[config.mk]
export PLATFORM = sky130hd
export DESIGN_NAME = sha256_id_issuer
export DESIGN_NICKNAME = d
export VERILOG_FILES = /design/src/rtl/sha256_id_issuer.sv
export SDC_FILE = /design/constraint.sdc
export NUM_CORES = 1
export LEC_CHECK = 0
export CAP_MARGIN = 5
export CORE_UTILIZATION = 48
export CTS_CLUSTER_SIZE = 20
export DETAILED_ROUTE_END_ITERATION = 10
export GPL_TIMING_DRIVEN = 0
export PLACE_DENSITY = 0.79
export SETUP_SLACK_MARGIN = 0.2
export SLEW_MARGIN = 5
export SYNTH_ARGS = -nofsm -noshare
export SYNTH_HDL_FRONTEND = slang
export SYNTH_SLANG_ARGS = --single-unit
[constraint.sdc]
create_clock -name clk -period 1.76 [get_ports clk]
set_input_delay 0.352 -clock clk [delete_from_list [all_inputs] [get_ports clk]]
set_output_delay 0.352 -clock clk [all_outputs]
set_load 0.005 [all_outputs]
[src/rtl/sha256_id_issuer.sv]
// sha256_id_issuer: issues single-beat job IDs, retires them in order, caps jobs in flight.
// Latency: id_out_valid registered 1 cycle after en is sampled with a free slot; at least 2 cycles per ID.
// Backpressure: offer held until id_out_ready; no offers while full. Optional watchdog: SHA256_ID_ISSUER_TIMEOUT_EN.
module sha256_id_issuer #(
  parameter int ID_W            = 6,
  parameter int MAX_OUTSTANDING = 4,
  parameter int TIMEOUT_CYCLES  = 4096
) (
  input  logic                                   clk,
  input  logic                                   nrst,
  input  logic                                   en,
  input  logic                                   sync_rst,
  output logic [ID_W-1:0]                        id_out,
  output logic                                   id_out_last,
  output logic                                   id_out_valid,
  input  logic                                   id_out_ready,
  input  logic [ID_W-1:0]                        done_in_id,
  input  logic                                   done_in_valid,
  output logic                                   done_in_ready,
  output logic [$clog2(MAX_OUTSTANDING+1)-1:0]   outstanding,
  output logic                                   busy,
  output logic                                   err_order,
  output logic                                   timeout
);

  localparam int OCW = $clog2(MAX_OUTSTANDING+1);
  localparam logic [OCW-1:0] MAX_CNT = OCW'(MAX_OUTSTANDING);

  typedef enum logic [1:0] {IDLE, OFFER, FULL} state_t;

  state_t          state, state_nxt;
  logic [ID_W-1:0] oldest_id;
  logic [OCW-1:0]  cnt_nxt;
  logic            id_hs, done_hs, slot_free;

  assign id_hs       = id_out_valid & id_out_ready;
  assign done_hs     = done_in_valid & done_in_ready;
  // A completion in the same cycle frees a slot, so FULL is not entered then.
  assign slot_free   = (outstanding < MAX_CNT) | done_hs;
  assign id_out_last = id_out_valid;

  always_comb begin
    cnt_nxt   = outstanding;
    state_nxt = state;
    if (id_hs && !done_hs)
      cnt_nxt = outstanding + OCW'(1);
    else if (done_hs && !id_hs)
      cnt_nxt = outstanding - OCW'(1);
    case (state)
      IDLE: begin
        if (!slot_free)
          state_nxt = FULL;
        else if (en)
          state_nxt = OFFER;
      end
      OFFER: if (id_hs) state_nxt = IDLE;
      FULL:  if (done_hs) state_nxt = IDLE;
      default: state_nxt = IDLE;
    endcase
  end

  always_ff @(posedge clk or negedge nrst) begin
    if (!nrst) begin
      state         <= IDLE;
      id_out        <= '0;
      id_out_valid  <= 1'b0;
      oldest_id     <= '0;
      outstanding   <= '0;
      done_in_ready <= 1'b0;
      busy          <= 1'b0;
      err_order     <= 1'b0;
    end else if (sync_rst) begin
      state         <= IDLE;
      id_out        <= '0;
      id_out_valid  <= 1'b0;
      oldest_id     <= '0;
      outstanding   <= '0;
      done_in_ready <= 1'b0;
      busy          <= 1'b0;
      err_order     <= 1'b0;
    end else begin
      state         <= state_nxt;
      id_out_valid  <= (state_nxt == OFFER);
      outstanding   <= cnt_nxt;
      done_in_ready <= (cnt_nxt != '0);
      busy          <= (cnt_nxt != '0) || (state_nxt == OFFER);
      // id_out doubles as the next-ID counter; it is only advanced by a handshake.
      if (id_hs)
        id_out <= id_out + ID_W'(1);
      if (done_hs)
        oldest_id <= oldest_id + ID_W'(1);
      if (done_hs && (done_in_id != oldest_id))
        err_order <= 1'b1;
    end
  end

`ifdef SHA256_ID_ISSUER_TIMEOUT_EN
  localparam int TW = $clog2(TIMEOUT_CYCLES+1);
  logic [TW-1:0] tmo_cnt;
  logic          tmo_run;

  assign tmo_run = (outstanding != '0) && !done_hs;

  always_ff @(posedge clk or negedge nrst) begin
    if (!nrst) begin
      tmo_cnt <= '0;
      timeout <= 1'b0;
    end else if (sync_rst) begin
      tmo_cnt <= '0;
      timeout <= 1'b0;
    end else begin
      if (!tmo_run)
        tmo_cnt <= '0;
      else if (tmo_cnt != TW'(TIMEOUT_CYCLES))
        tmo_cnt <= tmo_cnt + TW'(1);
      if (tmo_run && (tmo_cnt == TW'(TIMEOUT_CYCLES-1)))
        timeout <= 1'b1;
    end
  end
`else
  assign timeout = 1'b0;
`endif

endmodule
## Word-level counts from Yosys, hierarchy flattened

Cells that the tools add are included.

- $add $sub $neg: 4
- Bitwise operators: 3
- Mux-type cells: 18
- Eq/ne operators: 4
- Magnitude comparators: 1
- Reductions and logical operators: 11

Operators with widths:

| kind | count |
|---|---|
| two-way mux 6 bit | 4 |
| adder 6 x 1 -> 6 bit (second input constant) | 2 |
| two-way mux 2 bit | 5 |
| two-way mux 3 bit | 3 |
| != test 6 bit | 1 |
| case mux 2 bit (3 select lines) | 1 |
| nonzero test 2 bit | 3 |
| two-way mux 1 bit | 5 |
| equality test 2 x 1 -> 1 bit (second input constant) | 2 |
| adder 3 x 1 -> 3 bit (second input constant) | 1 |
| logical AND 1 bit | 3 |
| < comparator 3 bit (second input constant) | 1 |
| nonzero test 3 bit | 1 |
| subtractor 3 x 1 -> 3 bit (second input constant) | 1 |
| bitwise AND 1 bit | 2 |
| equality test 2 bit (second input constant) | 1 |
| logical NOT 1 bit | 2 |
| logical NOT 2 bit | 1 |
| logical OR 1 bit | 1 |
| bitwise OR 1 bit | 1 |

- Bits in registers: 21
- Output and inout bits: 15
- Bits of input ports: 12

## Logic depth before layout (Yosys ltp)

- Depth in word-level cells: 8
- Depth in mapped cells: 6

## Least setup slack after synthesis

OpenSTA, ideal clock, no wires.

- Path kind: register to register
- From: register outstanding[0]
- To: register busy
- Setup time: 80 ps
- Stages on the path, launching flop included: 7
- Arrival: 1295 ps
- Data required time: 1680 ps
- Path buffers: 0
- Setup slack: 385 ps
- Path through: dfrtp_1 inv_1 ha_1 and3_1 mux2i_1 o22ai_1 o211ai_2

- Cells in the longest elaborated chain, start to end: 7
- Elaborated cells on any way between the ends: 12

RTL lines:

| item | line | RTL |
|---|---|---|
| start: declaration | 20 | `output logic [$clog2(MAX_OUTSTANDING+1)-1:0] outstanding,` |
| start signal: assignment | 84 | `outstanding <= cnt_nxt;` |
| < comparator 3 bit | 39 | `assign slot_free = (outstanding < MAX_CNT) \| done_hs;` |
| bitwise OR 1 bit | 39 |  |
| two-way mux 2 bit | 51 | `if (!slot_free)` |
| case mux 2 bit (3 select lines) | 49 | `case (state)` |
| equality test 2 x 1 -> 1 bit | 86 | `busy <= (cnt_nxt != '0) \|\| (state_nxt == OFFER);` |
| logical OR 1 bit * | 86 |  |
| two-way mux 1 bit * | 72 | `end else if (sync_rst) begin` |
| end signal: assignment | 86 |  |
| end: declaration | 21 | `output logic busy,` |

Every way passes the cells marked *; elsewhere a longest branch is shown, timed or not.
A chain may end at the register's enable or synchronous reset.

## Worst setup path in the final report

- From: register id_out[3]
- To: output port id_out[3]

RTL lines:

| item | line | RTL |
|---|---|---|
| start: declaration | 13 | `output logic [ID_W-1:0] id_out,` |
| start signal: assignment | 89 | `id_out <= id_out + ID_W'(1);` |

No word-level cell between the ends.

==> impl_results.md <==
- Syn avg cell area: 9.73 um2
- GRT Overall Usage: 21.1%
- Top cell type's share of synthesized area: 46.2%
- Min-delay worst type: primary input to register
- Finished Layout Cells: 187
- Critical path type: register to output port
- Seq cells post-synth: 21
- H-tree Lvls: 1
- Warnings from Yosys: 0
- Vias in the first global route: 941
- Worst slew pin tran: 0.952 ns
- First-pass GRT wire length: 3990 um
- Most common cell after layout, fill and taps aside: dfrtp_1
- Post-Syn Nets: 133
- CTS sink cnt: 21
- Clock transition at the registers of the reported paths: 0.12 ns
- Dpl ws: -0.131 ns
- CTS root buf: clkbuf_4
- DR vias: 1000
- Seq. cell area: 529 um2
- Final Cycle Share: 89.3%
- Final setup viols: 0
- Synthesized cell area: 0.00114 mm2
- Worst-skew pair later-pin latency: 0.31 ns
- WP data arrival: 1.22 ns
- Required @ worst endpoint: 1.41 ns
- Area occupied by multi-input gates: 593 um2
- Core area: 0.00223 mm2
- Die area: 0.00257 mm2
- NumNets Final: 176
- CP top delay family: buffers and inverters
- Leading area contributor after synthesis: dfrtp_1
- Crit-path cells: clkdlybuf4s50_1
- DR iter-0 viols: 8
- Worst Setup End Kind: output port
- Max Clock Freq: 0.636 GHz
- Crit Path Max Fanout: 2
- Ports: 27
- Hold Slack: 0.437 ns
- Port Buffer Count: 24
- Setup slack after layout: 0.188 ns
- Leak: 0.876 nW
- Hold Vio Cnt, Final: 0
- Commonest non-fill, non-tap cells in the layout: dfrtp_1 (18), buf_4 (15), nor2_1 (13), nand2_1 (12), clkdlybuf4s50_1 (12)
- Filler cells: 163
- Synth cell types: 33
- Worst vdd ir: 0.752 mV
- Cell Count Post-Placement: 169
- TritonCTS clock tree: yes
- Post-route DRC: 0
- Ranking of synthesized cells by area: dfrtp_1 (46%), xor2_1 (8.5%), xnor2_1 (5.4%)
- Post-DP HPWL: 1690 um
- RSZ-0062 raised after global routing: false
- Pre-Repair DR Iteration Count: 6
- Outcome: finished clean
- Num CTS Buffers: 3
- Tmin final: 1.57 ns
- Register area share after synthesis: 46.2%
- # diodes: 0
- Worst rel slew slack: 36.3%
- Cell count after synthesis: 117
- Core Util, Final: 72.4%
- Final Cell Area: 0.00162 mm2
- Final ANT Viol Nets: 0
- MaxCap Viol Count: 0
- Crit start category: register
- Post-DP Area: 0.00141 mm2
- Power Density: 992 mW/mm2
- Final setup TNS: 0 ns
- Die Y-Extent: 50.7 um
- Area growth from synthesis to layout: 42.0%
- Most used flip-flop cell after synthesis: dfrtp_1
- Antenna violations before repair: 0
- # hold bufs at CTS: 0
- WP buf/inv: 1
- Share of cells above drive strength 1: 23.3%
- Die Width: 50.7 um
- Crit path max-delay cell type: clkdlybuf4s50_1
- EDFF count, synth: 0
- Clock buffer depth: 2
- Rows: 17
- Tot Pwr: 1.60 mW
- Average routed wire per standard cell: 14.8 um
- Clock skew: 0.00317 ns
- Final wirelength: 2760 um
- Starting Density: 51.0%
- Worst reg2reg setup slack: 0.22 ns
- Pins Over Slew Limit: 0
- Slowest stage delay, CP: 0.52 ns
- Grt ovf: 0
- Pin count of the biggest net entering global routing: 22
- GP Congestion: 0.811
- Vias per cell: 5.35
- Post-synthesis async set-or-reset flop share: 100%
final timing paths:
check / from / end / cells after the start
min: sync_rst / oldest_id[4] / 2
max: id_out[3] / id_out[3] / 1
max reg2reg: done_in_ready / busy / 6
min in group asynchronous: nrst / id_out[5] / 1
max in group asynchronous: nrst / outstanding[2] / 1
min reg2reg: state[0] / state[1] / 1
Yosys cell counts, types with 3 or more instances:
library cell	count
a21oi_1	3
and2_1	3
and3_1	4
buf_4	3
dfrtp_1	21
ha_1	4
inv_1	7
nand2_1	12
nand4_1	5
nor2_1	13
nor4_1	3
xnor2_1	7
xor2_1	11
cell families after synthesis:
group,after synthesis,synth area share [%]
AND/OR/NAND/NOR,45,19.6
flip-flops,21,46.2
other,1,0.329
XOR/XNOR,18,13.8
AO/OA/AOI/OAI,14,8.90
multiplexers,1,0.879
buffers and inverters,13,5.93
adder cells (fa/ha/maj),4,4.40
worst reg2reg max path, delay by kind of cell, from the launching register on:
kind                   cells  cell delay [ns]
and+or+nand+nor            3             0.62
buffers and inverters      2             0.29
DFF                        1             0.44
AOI/OAI and AO/OA          1             0.09
final cells by class:
type	count	share of cell area, %
Tap cell	28	2.17
Buffer	6	2.79
Clock inverter	1	0.310
Clock buffer	3	1.39
Inverter	7	1.63
Sequential cell	21	32.7
Timing Repair Buffer	38	22.3
Multi-Input combinational cell	83	36.7
state kept, by name, summed over array words and instances, names as in the netlist:
signal,flops
id_out,6
oldest_id,6
outstanding,3
state,2
busy,1
done_in_ready,1
err_order,1
id_out_last,1
power breakdown:
part / switching, mW / leakage, nW / internal [mW]
combinational: 0.332 / 0.579 / 0.403
clock: 0.158 / 0.0177 / 0.0851
sequential: 0.0631 / 0.279 / 0.564
total: 0.552 / 0.876 / 1.05
what timing repair did:
| item | 4_1_cts | 5_1_grt |
|---|---|---|
| setup buffers | 9 | 5 |
| gates resized for setup | 8 | 19 |
| pin swaps | 0 | 4 |
| setup endpoints to repair | 13 | 11 |
| hold endpoints to repair | 0 | 0 |
routing by layer:
metal,routed length (um),up-vias,GRT usage [%]
met5,0,-,0
met4,68,0,9.72
met3,104,6,3.94
met2,1440,22,36.7
met1,1160,497,25.0
li1,-,475,-
(Power assumes the default switching activity.)
